## config.mk

```make
export PLATFORM = sky130hd
export DESIGN_NAME = klotski_block_sampler
export DESIGN_NICKNAME = d
export VERILOG_FILES = /design/src/rtl/klotski_pkg.sv /design/src/rtl/klotski_cell_acc.sv /design/src/rtl/klotski_block_sampler.sv
export SDC_FILE = /design/constraint.sdc
export NUM_CORES = 2
export LEC_CHECK = 0
export BUFFER_PORTS_ARGS = -buffer_cell sky130_fd_sc_hd__buf_2
export CAP_MARGIN = 15
export CORE_ASPECT_RATIO = 1.4
export CORE_UTILIZATION = 65
export DETAILED_ROUTE_END_ITERATION = 12
export GPL_TIMING_DRIVEN = 0
export PLACE_DENSITY_LB_ADDON = 0.1
export SYNTH_ARGS = -nofsm -noshare
export SYNTH_HDL_FRONTEND = slang
export SYNTH_SLANG_ARGS = --single-unit
```

## constraint.sdc

```tcl
create_clock -name i_clk -period 3.9 [get_ports i_clk]
set_input_delay 0.195 -clock i_clk [delete_from_list [all_inputs] [get_ports i_clk]]
set_output_delay 0.195 -clock i_clk [all_outputs]
set_load 0.02 [all_outputs]
```

## src/rtl/klotski_pkg.sv

```systemverilog
// Shared definitions for the klotski block sampler.
//   state_t     : sampler FSM states
//   NUM_BLOCKS  : number of board cells (GRID x GRID)
//   CH_R/G/B    : channel index within a packed 24-bit RGB word (byte lane)
package klotski_pkg;

  localparam int NUM_BLOCKS = 16;
  localparam int GRID       = 4;

  localparam int CH_R = 2;
  localparam int CH_G = 1;
  localparam int CH_B = 0;

  typedef enum logic [2:0] {
    S_IDLE,
    S_WAIT_SOF,
    S_ACC,
    S_AVG,
    S_START,
    S_WAIT_DONE
  } state_t;

endpackage

```

## src/rtl/klotski_cell_acc.sv

```systemverilog
// One board cell: window-hit compare plus a 3-channel unsigned accumulator.
// Ports:
//   i_clk, i_rst_n       : clock, async active-low reset
//   i_clear              : synchronous clear of all three sums
//   i_en                 : accumulate enable (frame window open)
//   i_pix_valid/x/y/rgb  : pixel stream
//   o_sum[ch]            : running sum per channel, indexed by CH_R/CH_G/CH_B
module klotski_cell_acc
  import klotski_pkg::*;
#(
  parameter int X0    = 0,
  parameter int Y0    = 0,
  parameter int WIN   = 8,
  parameter int ACC_W = 14
) (
  input  logic                  i_clk,
  input  logic                  i_rst_n,
  input  logic                  i_clear,
  input  logic                  i_en,
  input  logic                  i_pix_valid,
  input  logic [11:0]           i_pix_x,
  input  logic [11:0]           i_pix_y,
  input  logic [23:0]           i_pix_rgb,
  output logic [2:0][ACC_W-1:0] o_sum
);

  localparam logic [11:0] X_LO = 12'(X0);
  localparam logic [11:0] X_HI = 12'(X0 + WIN);
  localparam logic [11:0] Y_LO = 12'(Y0);
  localparam logic [11:0] Y_HI = 12'(Y0 + WIN);

  logic                  w_hit;
  logic [2:0][ACC_W-1:0] r_sum;

  assign w_hit = i_pix_valid &&
                 (i_pix_x >= X_LO) && (i_pix_x < X_HI) &&
                 (i_pix_y >= Y_LO) && (i_pix_y < Y_HI);

  always_ff @(posedge i_clk or negedge i_rst_n) begin
    if (!i_rst_n) begin
      r_sum <= '0;
    end else if (i_clear) begin
      r_sum <= '0;
    end else if (i_en && w_hit) begin
      for (int unsigned ch = 0; ch < 3; ch++) begin
        r_sum[ch] <= r_sum[ch] + ACC_W'(i_pix_rgb[ch*8 +: 8]);
      end
    end
  end

  assign o_sum = r_sum;

endmodule

```

## src/rtl/klotski_block_sampler.sv

```systemverilog
// Samples one camera frame over a 4x4 grid, averages a centred square window
// per cell, starts the sorter and captures its piece-order word.
// Ports:
//   i_clk, i_rst_n           : clock, async active-low reset
//   i_capture                : request sampling of the next frame (ignored when busy)
//   i_sof, i_pix_*           : pixel stream with start-of-frame pulse
//   o_block0..o_block15      : averaged cell colours, row-major, RGB packed
//   o_start                  : one-cycle sorter start pulse
//   i_done, i_order          : sorter completion pulse and order word
//   o_order, o_order_valid   : captured order word and its update pulse
//   o_busy                   : high whenever not idle
//   o_error                  : one-cycle pulse on sorter timeout
module klotski_block_sampler
  import klotski_pkg::*;
#(
  parameter int ORG_X        = 160,
  parameter int ORG_Y        = 80,
  parameter int CELL         = 80,
  parameter int WIN_LOG2     = 3,
  parameter int DONE_TIMEOUT = 255
) (
  input  logic        i_clk,
  input  logic        i_rst_n,
  input  logic        i_capture,
  input  logic        i_sof,
  input  logic        i_pix_valid,
  input  logic [11:0] i_pix_x,
  input  logic [11:0] i_pix_y,
  input  logic [23:0] i_pix_rgb,
  output logic [23:0] o_block0,
  output logic [23:0] o_block1,
  output logic [23:0] o_block2,
  output logic [23:0] o_block3,
  output logic [23:0] o_block4,
  output logic [23:0] o_block5,
  output logic [23:0] o_block6,
  output logic [23:0] o_block7,
  output logic [23:0] o_block8,
  output logic [23:0] o_block9,
  output logic [23:0] o_block10,
  output logic [23:0] o_block11,
  output logic [23:0] o_block12,
  output logic [23:0] o_block13,
  output logic [23:0] o_block14,
  output logic [23:0] o_block15,
  output logic        o_start,
  input  logic        i_done,
  input  logic [63:0] i_order,
  output logic [63:0] o_order,
  output logic        o_order_valid,
  output logic        o_busy,
  output logic        o_error
);

  localparam int WIN   = 2**WIN_LOG2;
  localparam int ACC_W = 8 + 2*WIN_LOG2;
  localparam int OFS   = (CELL - WIN) / 2;
  localparam int CNT_W = $clog2(DONE_TIMEOUT + 1);

  state_t                                r_state, w_next;
  logic                                  w_clear, w_acc_en, w_done_hit, w_timeout;
  logic [CNT_W-1:0]                      r_cnt, w_cnt_inc;
  logic [NUM_BLOCKS-1:0][2:0][ACC_W-1:0] w_sum;
  logic [NUM_BLOCKS-1:0][23:0]           r_block;
  logic [63:0]                           r_order;
  logic                                  r_order_valid, r_error;

  for (genvar k = 0; k < NUM_BLOCKS; k++) begin : g_cell
    klotski_cell_acc #(
      .X0    (ORG_X + (k % GRID) * CELL + OFS),
      .Y0    (ORG_Y + (k / GRID) * CELL + OFS),
      .WIN   (WIN),
      .ACC_W (ACC_W)
    ) u_cell (
      .i_clk       (i_clk),
      .i_rst_n     (i_rst_n),
      .i_clear     (w_clear),
      .i_en        (w_acc_en),
      .i_pix_valid (i_pix_valid),
      .i_pix_x     (i_pix_x),
      .i_pix_y     (i_pix_y),
      .i_pix_rgb   (i_pix_rgb),
      .o_sum       (w_sum[k])
    );
  end

  assign w_cnt_inc = r_cnt + 1'b1;

  always_ff @(posedge i_clk or negedge i_rst_n) begin
    if (!i_rst_n) r_state <= S_IDLE;
    else          r_state <= w_next;
  end

  // The opening sof pixel is accumulated; the closing sof pixel is not.
  always_comb begin
    w_next     = r_state;
    w_clear    = 1'b0;
    w_acc_en   = 1'b0;
    w_done_hit = 1'b0;
    w_timeout  = 1'b0;
    o_start    = 1'b0;
    o_busy     = (r_state != S_IDLE);
    case (r_state)
      S_IDLE: begin
        if (i_capture) begin
          w_clear = 1'b1;
          w_next  = S_WAIT_SOF;
        end
      end
      S_WAIT_SOF: begin
        if (i_sof) begin
          w_acc_en = 1'b1;
          w_next   = S_ACC;
        end
      end
      S_ACC: begin
        if (i_sof) w_next   = S_AVG;
        else       w_acc_en = 1'b1;
      end
      S_AVG:   w_next = S_START;
      S_START: begin
        o_start = 1'b1;
        w_next  = S_WAIT_DONE;
      end
      S_WAIT_DONE: begin
        // done takes priority over a coincident timeout
        if (i_done) begin
          w_done_hit = 1'b1;
          w_next     = S_IDLE;
        end else if (w_cnt_inc == CNT_W'(DONE_TIMEOUT)) begin
          w_timeout = 1'b1;
          w_next    = S_IDLE;
        end
      end
      default: w_next = S_IDLE;
    endcase
  end

  always_ff @(posedge i_clk or negedge i_rst_n) begin
    if (!i_rst_n) begin
      r_cnt <= '0;
    end else if (r_state == S_START) begin
      r_cnt <= '0;
    end else if (r_state == S_WAIT_DONE && !i_done) begin
      r_cnt <= w_cnt_inc;
    end
  end

  always_ff @(posedge i_clk or negedge i_rst_n) begin
    if (!i_rst_n) begin
      r_block <= '0;
    end else if (r_state == S_AVG) begin
      for (int unsigned k = 0; k < NUM_BLOCKS; k++) begin
        for (int unsigned ch = 0; ch < 3; ch++) begin
          r_block[k][ch*8 +: 8] <= 8'(w_sum[k][ch] >> (2*WIN_LOG2));
        end
      end
    end
  end

  always_ff @(posedge i_clk or negedge i_rst_n) begin
    if (!i_rst_n) begin
      r_order       <= '0;
      r_order_valid <= 1'b0;
      r_error       <= 1'b0;
    end else begin
      r_order_valid <= w_done_hit;
      r_error       <= w_timeout;
      if (w_done_hit) r_order <= i_order;
    end
  end

  assign o_order       = r_order;
  assign o_order_valid = r_order_valid;
  assign o_error       = r_error;

  assign o_block0  = r_block[0];
  assign o_block1  = r_block[1];
  assign o_block2  = r_block[2];
  assign o_block3  = r_block[3];
  assign o_block4  = r_block[4];
  assign o_block5  = r_block[5];
  assign o_block6  = r_block[6];
  assign o_block7  = r_block[7];
  assign o_block8  = r_block[8];
  assign o_block9  = r_block[9];
  assign o_block10 = r_block[10];
  assign o_block11 = r_block[11];
  assign o_block12 = r_block[12];
  assign o_block13 = r_block[13];
  assign o_block14 = r_block[14];
  assign o_block15 = r_block[15];

endmodule

```

==> metrics.cfg <==
[die]
io_pins = 570
rows = 133
core_sq_um = 93700
die_w_um = 262
dieArea_sq_um = 95700
start_util_pct = 65.5
die_y_um = 366

[drt]
viasPerCell = 6.53
num_vias = 53315
wire_per_inst_um = 24.8
wirelength_mm = 203
route.antenna.remaining_nets = 0
first_pass_iters = 6
drc = 0
dr.first_iter.drc_count = 4749

[placed_design]
globalplace.congestion = 0.953
preCtsSetupSlack_ns = -0.712
port_buffers = 563
dp_cells = 7878
hpwl_mm = 139

[critical_path]
slowest_stage = clkbuf_1
critPathTopFamily = buffers and inverters
critPathMostFrequentCell = clkbuf_1
setup.worst_path.start_class = flip-flop
cp_max_fo = 10
ff2ff_path_depth = 7
path_buf_inv = 4
critical_path_required_ns = 4.49
critical_path_arrival_ns = 4.53
crit_chain = clkbuf_1, nand3b_1, clkbuf_1, clkbuf_1, clkbuf_1, nand2_1, o21ai_0
timing.reg2reg.setup_slack_ns = -0.04
worstSetupPathType = flip-flop to flip-flop
slowest_delay_ns = 1.05
end_kind = flip-flop
path_depth = 7

[power]
p_per_area_nw_per_um2 = 421
clockPowerShare_pct = 38.8
power_leakage_nw = 35.4
combPwrFrac_pct = 19.6
p_switching_w = 0.00953
total_power_w = 0.0298
sw_frac_of_total_pct = 32.0
ir_drop_mv = 0.366
seq_power_share_pct = 41.6
intPower_w = 0.0202

[synthesis]
synth_nets = 6634
yosysSeqAreaShare_pct = 46.2
syn_inst = 6082
synthFlopType = dfrtp_1
yosysUniqueCellTypes = 86
avgSynthCellArea_sq_um = 10.1
yosysWarnings = 0
ys_async_sr_fraction_pct = 100
netlist_area_sq_um = 61400
ys_ff_latch = 1133
synth_edf_count = 0

[run_status]
failed_checks = negative setup slack
outcome = finished, violations left

[clocking]
cts_buffer_depth = 3
cts_buffers = 110
clock-sinks = 1133
htree_num_levels = 3
cts_setup_buffers = 0
cts_tree = done
clock_latency_ns = 0.72
cts.root.buffer_cell = clkbuf_16
path_clk_slew_ns = 0.06

[layout]
layout_commonest_cell = dfrtp_1
syn2layout_area_growth_pct = 15.3
mostFrequentLayoutCells = dfrtp_1 (1,133), nand2_1 (648), buf_2 (583)
fillCellCount = 6583
stdcell_count = 8167
drive_above_1_share_pct = 18.5
nNetsFinal = 7397

[global_route]
grt_max_degree = 168
grt_pass1_vias = 51177
track_usage_pct = 42.2
grt_pass1_wl_mm = 302
grt.overflow.total = 0
antenna_found_initial = 14

[timing]
fin_crit_sh_pct = 101
finalWorstSetupSlack_ns = -0.0396
relSlewSlack_pct = 8.99
setup_viol = 1
finalCriticalPeriod_ns = 3.94
tightest_slew_ns = 1.37
fin_skew_ns = 0.0213
finalMaxSlewViolations = 0
rsz0062_at_grt = no
hold_viol = 0
max_freq_ghz = 0.254

[hold_path]
hp-class = input port to asynchronous set/reset pin

[run]
cap_violations = 0

stage by stage:
stage	hold WS (ns)	utilization, %	area (sq um)	TNS, ns
2_1_floorplan	-0.101	-	61400	0
3_3_place_gp	0.384	70.2	65700	-
3_5_place_dp	0.147	70.6	66100	-49.89
4_1_cts	0.0182	75.5	70700	0
5_1_grt	0.0536	75.5	70700	0
6_report	0.0120	75.5	70800	-0.0396
cell usage after synthesis (18+ instances only):
| master | count | share of area [%] |
|---|---|---|
| a211oi_1 | 99 | 1.2 |
| a21o_1 | 99 | 1.2 |
| a21oi_1 | 224 | 1.8 |
| a31o_2 | 31 | 0.44 |
| a31oi_1 | 43 | 0.44 |
| and3_1 | 27 | 0.28 |
| buf_1 | 48 | 0.29 |
| buf_2 | 21 | 0.17 |
| clkbuf_1 | 176 | 1.1 |
| dfrtp_1 | 1133 | 46 |
| fa_1 | 48 | 1.6 |
| ha_1 | 386 | 7.9 |
| inv_1 | 119 | 0.73 |
| mux2_2 | 335 | 6.1 |
| mux2i_1 | 26 | 0.42 |
| nand2_1 | 648 | 4.0 |
| nand2b_1 | 18 | 0.18 |
| nand3_1 | 441 | 3.6 |
| nand4_1 | 65 | 0.66 |
| nor2_1 | 392 | 2.4 |
| nor2b_1 | 19 | 0.19 |
| nor3_1 | 97 | 0.79 |
| nor4_1 | 39 | 0.40 |
| o211ai_1 | 38 | 0.46 |
| o21a_1 | 53 | 0.65 |
| o21ai_0 | 566 | 4.6 |
| o21ai_1 | 20 | 0.16 |
| o21bai_1 | 34 | 0.42 |
| o31ai_1 | 59 | 0.72 |
| or2_2 | 46 | 0.47 |
| or3_1 | 73 | 0.74 |
| or4_1 | 21 | 0.26 |
| xnor2_1 | 228 | 3.3 |
| xor2_1 | 143 | 2.0 |
flip-flops by register name (all words and copies together) (netlist names), 3 cells and up:
register             count
o_block9                24
o_block3                24
o_block2                24
o_block1                24
o_block6                24
r_state                  3
o_block13               24
o_block15               24
o_block5                24
o_block7                24
o_block12               24
r_cnt                    8
o_block8                24
o_block10               24
o_block4                24
o_block0                24
g_cell.u_cell.o_sum    672
o_block14               24
o_block11               24
o_order                 64
layer usage:
layer	vias up	part of all wire, %	track usage, %
met5	-	0.017	0
met4	6	9.0	33.5
met3	751	10	9.73
met2	2774	44	63.8
met1	26201	37	51.9
li1	23583	-	-
cell type report:
cell class,instances,area (sq um),share of cell area [%]
multi-input combinational,4581,31600,44.7
antenna,14,35.0,0.0495
tap,1215,1520,2.15
timing repair buffer,652,3920,5.54
inverter,119,447,0.631
clock buffer,151,3160,4.46
sequential,1133,28400,40.1
clock inverter,54,702,0.992
buffer,248,1010,1.43
power groups by stage:
stage | Clock (W) | Combinational [W] | Sequential [W]
6_report | 0.0115 | 0.00585 | 0.0124
3_5_place_dp | 0 | 0.00549 | 0.0125
2_1_floorplan | 0 | 0.00229 | 0.0130
3_3_place_gp | 0 | 0.00528 | 0.0125
5_1_grt | 0.0120 | 0.00606 | 0.0124
4_1_cts | 0.0116 | 0.00559 | 0.0123
final timing paths:
check	from	endpoint
worst min-delay path	i_rst_n	g_cell[8].u_cell.o_sum[21]$_DFFE_PN0P_
worst max register to register	r_state[2]$_DFFE_PN0P_	o_block11[19]$_DFFE_PN0N_
min in group i_clk	i_pix_x[8]	g_cell[0].u_cell.o_sum[29]$_DFFE_PN0P_
worst min register to register	o_order[53]$_DFFE_PN0P_	o_order[53]$_DFFE_PN0P_
worst max-delay path	r_state[2]$_DFFE_PN0P_	o_block11[19]$_DFFE_PN0N_
max in group asynchronous	i_rst_n	o_block11[22]$_DFFE_PN0N_
worst reg2reg max path: stages (launching register included):
cell      delay (ns)
dfrtp_1         0.32
clkbuf_1        0.34
nand3b_1        0.18
clkbuf_1        0.93
clkbuf_1        0.65
clkbuf_1        1.05
nand2_1         0.19
o21ai_0         0.15
what timing repair did:
action / in CTS / in global routing
hold buffers: 70 / 0
resized for setup: 11 / 9
endpoints found under the hold margin: 305 / 0
endpoints found under the setup margin: 214 / 119
pin swaps: 0 / 0
cell families after synthesis:
| family | synth area share [%] |
|---|---|
| AOI/OAI and AO/OA | 14.9 |
| xor gates and xnor gates | 5.29 |
| adders and majority gates | 9.43 |
| buffers and inverters | 2.33 |
| DFF | 46.2 |
| muxes | 6.57 |
| and+or+nand+nor | 15.3 |
No activity file was read; power rests on OpenSTA's default activity.
